`src/rtl/ecc_scrubber.sv`:
```
// Background ECC scrubber: walks every word address, reads it through the
// external decoder, writes single-bit errors back in corrected form and
// counts/report corrected and uncorrectable words for each pass.
module ecc_scrubber #(
   parameter int K           = 64,
   parameter int AW          = 10,
   parameter int DEC_LATENCY = 0,
   parameter int CW          = 16
) (
   input  logic          clk_i,
   input  logic          rst_ni,
   input  logic          en_i,
   input  logic          start_i,
   input  logic [CW-1:0] interval_i,
   output logic          mem_req_o,
   output logic          mem_we_o,
   output logic [AW-1:0] mem_addr_o,
   input  logic          mem_gnt_i,
   input  logic          mem_rvalid_i,
   input  logic [K-1:0]  dec_q_i,
   input  logic          dec_sb_err_i,
   input  logic          dec_db_err_i,
   output logic [K-1:0]  enc_d_o,
   output logic          busy_o,
   output logic          done_o,
   output logic [CW-1:0] sb_cnt_o,
   output logic [CW-1:0] db_cnt_o,
   output logic [AW-1:0] db_addr_o,
   output logic          db_irq_o
);

   // Delay counter holds the remaining decoder latency after the cycle that
   // saw mem_rvalid_i, so it only needs to reach DEC_LATENCY-1.
   localparam int DW = (DEC_LATENCY > 1) ? $clog2(DEC_LATENCY) : 1;
   localparam logic [DW-1:0] DLY_INIT = DW'((DEC_LATENCY > 0) ? DEC_LATENCY - 1 : 0);

   typedef enum logic [2:0] {
      S_IDLE,
      S_GAP,
      S_READ,
      S_RESP,
      S_WRITE,
      S_NEXT
   } state_t;

   state_t        state_q, state_d;
   logic [AW-1:0] addr_q, addr_d;
   logic [CW-1:0] gap_q, gap_d;
   logic [DW-1:0] dly_q, dly_d;
   logic          got_q, got_d;
   logic          req_q, req_d;
   logic          we_q, we_d;
   logic [K-1:0]  enc_q, enc_d;
   logic          busy_q, busy_d;
   logic          done_q, done_d;
   logic [CW-1:0] sb_cnt_q, sb_cnt_d;
   logic [CW-1:0] db_cnt_q, db_cnt_d;
   logic [AW-1:0] db_addr_q, db_addr_d;
   logic          irq_q, irq_d;
   logic          sample;

   // Error counters stick at all-ones instead of wrapping.
   function automatic logic [CW-1:0] sat_inc(input logic [CW-1:0] v);
      return (&v) ? v : v + CW'(1);
   endfunction

   // Next-state and next-output logic for the scrub walk.
   always_comb begin
      state_d   = state_q;
      addr_d    = addr_q;
      gap_d     = gap_q;
      dly_d     = dly_q;
      got_d     = got_q;
      req_d     = req_q;
      we_d      = we_q;
      enc_d     = enc_q;
      busy_d    = busy_q;
      done_d    = 1'b0;
      sb_cnt_d  = sb_cnt_q;
      db_cnt_d  = db_cnt_q;
      db_addr_d = db_addr_q;
      irq_d     = irq_q;
      sample    = 1'b0;

      case (state_q)
         S_IDLE: begin
            // done_q is only high in the first IDLE cycle, which gives the
            // automatic restart in continuous mode.
            if (start_i || (en_i && done_q)) begin
               state_d  = S_GAP;
               addr_d   = '0;
               sb_cnt_d = '0;
               db_cnt_d = '0;
               busy_d   = 1'b1;
               gap_d    = interval_i;
               if (start_i) begin
                  irq_d = 1'b0;
               end
            end
         end
         S_GAP: begin
            if (gap_q == '0) begin
               state_d = S_READ;
               req_d   = 1'b1;
               we_d    = 1'b0;
            end else begin
               gap_d = gap_q - CW'(1);
            end
         end
         S_READ: begin
            if (mem_gnt_i) begin
               req_d   = 1'b0;
               got_d   = 1'b0;
               state_d = S_RESP;
            end
         end
         S_RESP: begin
            if (!got_q) begin
               if (mem_rvalid_i) begin
                  if (DEC_LATENCY == 0) begin
                     sample = 1'b1;
                  end else begin
                     got_d = 1'b1;
                     dly_d = DLY_INIT;
                  end
               end
            end else if (dly_q == '0) begin
               sample = 1'b1;
            end else begin
               dly_d = dly_q - DW'(1);
            end

            // A double-bit flag wins over a simultaneous single-bit flag.
            if (sample) begin
               got_d = 1'b0;
               if (dec_db_err_i) begin
                  db_cnt_d  = sat_inc(db_cnt_q);
                  db_addr_d = addr_q;
                  irq_d     = 1'b1;
                  state_d   = S_NEXT;
               end else if (dec_sb_err_i) begin
                  enc_d    = dec_q_i;
                  sb_cnt_d = sat_inc(sb_cnt_q);
                  req_d    = 1'b1;
                  we_d     = 1'b1;
                  state_d  = S_WRITE;
               end else begin
                  state_d = S_NEXT;
               end
            end
         end
         S_WRITE: begin
            if (mem_gnt_i) begin
               req_d   = 1'b0;
               we_d    = 1'b0;
               state_d = S_NEXT;
            end
         end
         S_NEXT: begin
            if (&addr_q) begin
               done_d  = 1'b1;
               busy_d  = 1'b0;
               addr_d  = '0;
               state_d = S_IDLE;
            end else begin
               addr_d  = addr_q + AW'(1);
               gap_d   = interval_i;
               state_d = S_GAP;
            end
         end
         default: begin
            state_d = S_IDLE;
         end
      endcase
   end

   // State and output registers; reset aborts any pass in flight.
   always_ff @(posedge clk_i) begin
      if (!rst_ni) begin
         state_q   <= S_IDLE;
         addr_q    <= '0;
         gap_q     <= '0;
         dly_q     <= '0;
         got_q     <= 1'b0;
         req_q     <= 1'b0;
         we_q      <= 1'b0;
         enc_q     <= '0;
         busy_q    <= 1'b0;
         done_q    <= 1'b0;
         sb_cnt_q  <= '0;
         db_cnt_q  <= '0;
         db_addr_q <= '0;
         irq_q     <= 1'b0;
      end else begin
         state_q   <= state_d;
         addr_q    <= addr_d;
         gap_q     <= gap_d;
         dly_q     <= dly_d;
         got_q     <= got_d;
         req_q     <= req_d;
         we_q      <= we_d;
         enc_q     <= enc_d;
         busy_q    <= busy_d;
         done_q    <= done_d;
         sb_cnt_q  <= sb_cnt_d;
         db_cnt_q  <= db_cnt_d;
         db_addr_q <= db_addr_d;
         irq_q     <= irq_d;
      end
   end

   assign mem_req_o  = req_q;
   assign mem_we_o   = we_q;
   assign mem_addr_o = addr_q;
   assign enc_d_o    = enc_q;
   assign busy_o     = busy_q;
   assign done_o     = done_q;
   assign sb_cnt_o   = sb_cnt_q;
   assign db_cnt_o   = db_cnt_q;
   assign db_addr_o  = db_addr_q;
   assign db_irq_o   = irq_q;

endmodule

```
`config.mk`:
```
export PLATFORM = sky130hd
export DESIGN_NAME = ecc_scrubber
export DESIGN_NICKNAME = d
export VERILOG_FILES = /design/src/rtl/ecc_scrubber.sv
export SDC_FILE = /design/constraint.sdc
export NUM_CORES = 1
export LEC_CHECK = 0
export CAP_MARGIN = 20
export CORE_UTILIZATION = 43
export DETAILED_ROUTE_END_ITERATION = 6
export PLACE_DENSITY = 0.76
export SYNTH_ARGS = -nofsm -noshare
export SYNTH_HDL_FRONTEND = slang
export SYNTH_SLANG_ARGS = --single-unit
```
`constraint.sdc`:
```
create_clock -name clk_i -period 4.85 [get_ports clk_i]
set_input_delay 0.97 -clock clk_i [delete_from_list [all_inputs] [get_ports clk_i]]
set_output_delay 0.97 -clock clk_i [all_outputs]
set_load 0.01 [all_outputs]
```
==> impl_metrics.yaml <==
global_routing:
  grtUsageTotal_pct: 24.2
  grt_overflow_total: 0
  grt_pass1_wl_um: 28300
  grt_max_degree: 61
  grt_pass1_vias: 5676
  antenna_found_initial: 0
clock_network:
  cts_sinks: 140
  h-tree-depth: 4
  clockRootBuffer: "clkbuf_16"
  path_clk_slew_ns: 0.06
  hold_buffers: 0
  postCtsSetupRepairBufs: 0
  clock_latency_ns: 0.42
  cts_tree: "built"
  cts-resized-gates: 0
  cts-buffers-inserted: 17
  clockBufferDepth: 2
synthesis:
  synth_area_leaders: "dfxtp_1 45%, nand2_1 10%, a21oi_1 9.5%, clkbuf_1 3.1%, mux2i_1 2.7%"
  synth_largest_area_cell: "dfxtp_1"
  synth-async-reset-ratio_pct: 0
  syn_area_per_cell_um2: 7.90
  synth_common_cells: "171 x nand2_1, 140 x dfxtp_1, 118 x a21oi_1"
  synth_cell_type_count: 60
  synth.most_common_cell: "nand2_1"
  synth_flop_cell: "dfxtp_1"
  synth_nets: 878
  synth-edff-count: 0
  synth_top_area_share_pct: 45.1
  yosysSeqAreaShare_pct: 45.1
  syn_area_um2: 6210
  syn-instance-count: 786
  yosys_warnings: 0
  ys_seq_elements: 140
timing:
  slew_headroom_pct: 42.9
  min_period_ns: 2.76
  rsz0062_at_grt: "false"
  tightest_slew_ns: 0.857
  fin_crit_sh_pct: 56.9
  fin_tns_setup_ns: 0
  slew_violations: 0
  setup_viol_count_final: 0
  fin_skew_ns: 0.00588
  hold_violations: 0
  max_freq_mhz: 362
worst_setup_path:
  crit_path_max_fanout: 20
  setup.worst_path.end_class: "register"
  r2r_end: "gap_q[0]"
  crit_slowest_cell: "clkdlybuf4s50_1"
  critical_path.cell_chain: "clkdlybuf4s50_1 -> nand4b_1 -> o2bb2ai_1 -> o31ai_1 -> buf_4 -> or4_1 -> a21oi_1"
  r2r_setup_slack_ns: 2.27
  cpPeakStageDelay_ns: 0.54
  worstSetupStartpointType: "input port"
  r2r_cells: 7
  required_ns: 5.19
  arrival_ns: 3.10
  crit-reg2reg-launch: "state_q[2]"
  path_buf_inv: 2
  critPathTopFamily: "buffers and inverters"
  critPathKind: "in -> reg"
power_and_ir_drop:
  p_leak_nw: 2.99
  p_sw_mw: 0.793
  switching_share_pct: 26.3
  clkPwrFrac_pct: 44.5
  powerDensity_nw_per_um2: 336
  power.total_mw: 3.02
  peakVddDrop_mv: 0.219
  p_comb_share_pct: 14.7
  seqPwrFrac_pct: 40.8
  p_int_mw: 2.22
final_layout:
  fill_cells: 1211
  diodes: 0
  multiInputGateArea_um2: 3150
  area_growth_pct: 44.6
  final_core_util_pct: 64.2
  nets: 1058
  regArea_um2: 2800
  design_area_um2: 8980
  drive_gt1_share_pct: 5.32
floorplan:
  die_h_um: 122
  io-pin-count: 209
  dieWidth_um: 122
  die_area_um2: 14900
  start_util_pct: 44.4
  core_um2: 14000
  rows: 43
detailed_routing:
  routed-via-count: 6280
  drtPass1Iterations: 5
  via_per_inst: 5.42
  drc: 0
  antenna_left: 0
  first_iter_violations: 468
  wl_per_cell_um: 15.6
  wirelength_um: 18100
placement:
  post-dp-hpwl_um: 12400
  io_buffers: 208
  globalplace.congestion: 0.828
  dpl-instance-area_um2: 8360
outcome:
  status: "finished, final reports clean"
min_path:
  min_to: "enc_d_o[24]"
  hp-class: "reg -> reg"
  min_from: "enc_d_o[24]"
  whs_path_depth: 2
job:
  maxCapViolCount: 0
[logic make-up (layout without fill, tap and decap cells)]
family,after synthesis,count (layout),share of synthesized area [%]
compound gates,213,213,20.4
xor+xnor,2,2,0.282
fa+ha+maj,4,4,0.806
buf+inv,65,257,4.19
flops,140,140,45.1
mux,18,18,2.92
simple gates,344,344,26.3
[flip-flops by register name, summed over array words and instances, names as in the netlist]
name	cells
busy_o	1
db_addr_o	10
db_cnt_o	16
db_irq_o	1
done_o	1
enc_d_o	64
gap_q	16
mem_addr_o	10
mem_req_o	1
mem_we_o	1
sb_cnt_o	16
state_q	3
[metal layers]
layer	GRT usage, %	part of all wire (%)
met5	0	0
met1	32.1	46
met4	10.2	2.5
met3	6.41	5.2
met2	36.9	46
[cell type report]
cell class / instances / share of cell area [%]
clock buffers: 21 / 5.24
clock inverters: 10 / 1.55
inverters: 8 / 0.348
multi-input cells: 581 / 35.1
flip-flops and latches: 140 / 31.2
well taps: 180 / 2.51
repair buffers: 218 / 24.0
[worst max-delay path by stage]
| stage | from | to | slack (ns) | cells past startpoint |
|---|---|---|---|---|
| final | mem_rvalid_i | sb_cnt_o[9] | 2.09 | 7 |
| after global routing | mem_rvalid_i | sb_cnt_o[9] | 1.96 | 7 |
| after CTS | mem_rvalid_i | sb_cnt_o[9] | 2.13 | 7 |
| after detailed placement | dec_db_err_i | enc_d_o[33] | 1.70 | 6 |
| after global placement | mem_rvalid_i | sb_cnt_o[9] | 1.74 | 7 |
| after floorplan | en_i | db_cnt_o[13] | 2.24 | 7 |
[layout by cell type, fill, tap and decap left out, types with 3 or more instances in the layout]
cell type | synthesis | final
and3_1 | 7 | 7
o32ai_1 | 4 | 4
nand3b_1 | 6 | 6
ha_1 | 4 | 4
o21ai_1 | 5 | 5
nand2_1 | 171 | 171
nor3_1 | 10 | 10
mux2i_1 | 17 | 17
nor4_1 | 7 | 7
nor2b_1 | 4 | 4
inv_1 | 8 | 7
nor2_1 | 45 | 44
buf_4 | 2 | 9
and4_1 | 7 | 7
or2_2 | 3 | 3
o21ai_0 | 24 | 24
a311oi_1 | 3 | 3
a21oi_1 | 118 | 118
clkinv_2 | 0 | 3
o22ai_1 | 3 | 3
clkdlybuf4s50_1 | 0 | 208
nand2b_1 | 7 | 7
a21o_1 | 7 | 7
nand4_1 | 15 | 15
or4_1 | 11 | 11
clkinvlp_4 | 0 | 4
a22oi_1 | 8 | 8
bufinv_16 | 0 | 3
o31ai_1 | 14 | 14
clkbuf_16 | 0 | 17
clkbuf_8 | 0 | 3
or3_1 | 18 | 18
a31oi_1 | 3 | 3
o211ai_1 | 6 | 6
nand3_1 | 24 | 24
dfxtp_1 | 140 | 140
[stage by stage]
step,std cells,hold WS (ns),setup slack [ns]
CTS,1157,0.454,2.13
floorplan,786,0.452,2.24
global route,1158,0.467,1.96
finish,1158,0.452,2.09
global placement,1126,0.440,1.74
detailed placement,1126,0.447,1.70
[power by group through the flow]
| stage | Sequential [mW] | Combinational [mW] | Clock [mW] |
|---|---|---|---|
| 6_report | 1.23 | 0.444 | 1.34 |
| 4_1_cts | 1.23 | 0.440 | 1.36 |
| 2_1_floorplan | 1.24 | 0.302 | 0 |
| 5_1_grt | 1.24 | 0.485 | 1.41 |
| 3_5_place_dp | 1.25 | 0.437 | 0 |
| 3_3_place_gp | 1.25 | 0.433 | 0 |
[worst register-to-register path, stage by stage, from the launching register on]
cell and delay, ns:
dfxtp_1 0.53, or3b_1 0.46, buf_4 0.25, or4_1 0.46, o211ai_2 0.15, buf_4 0.34
o21ai_1 0.12, and3_1 0.16
(Power assumes the default switching activity.)
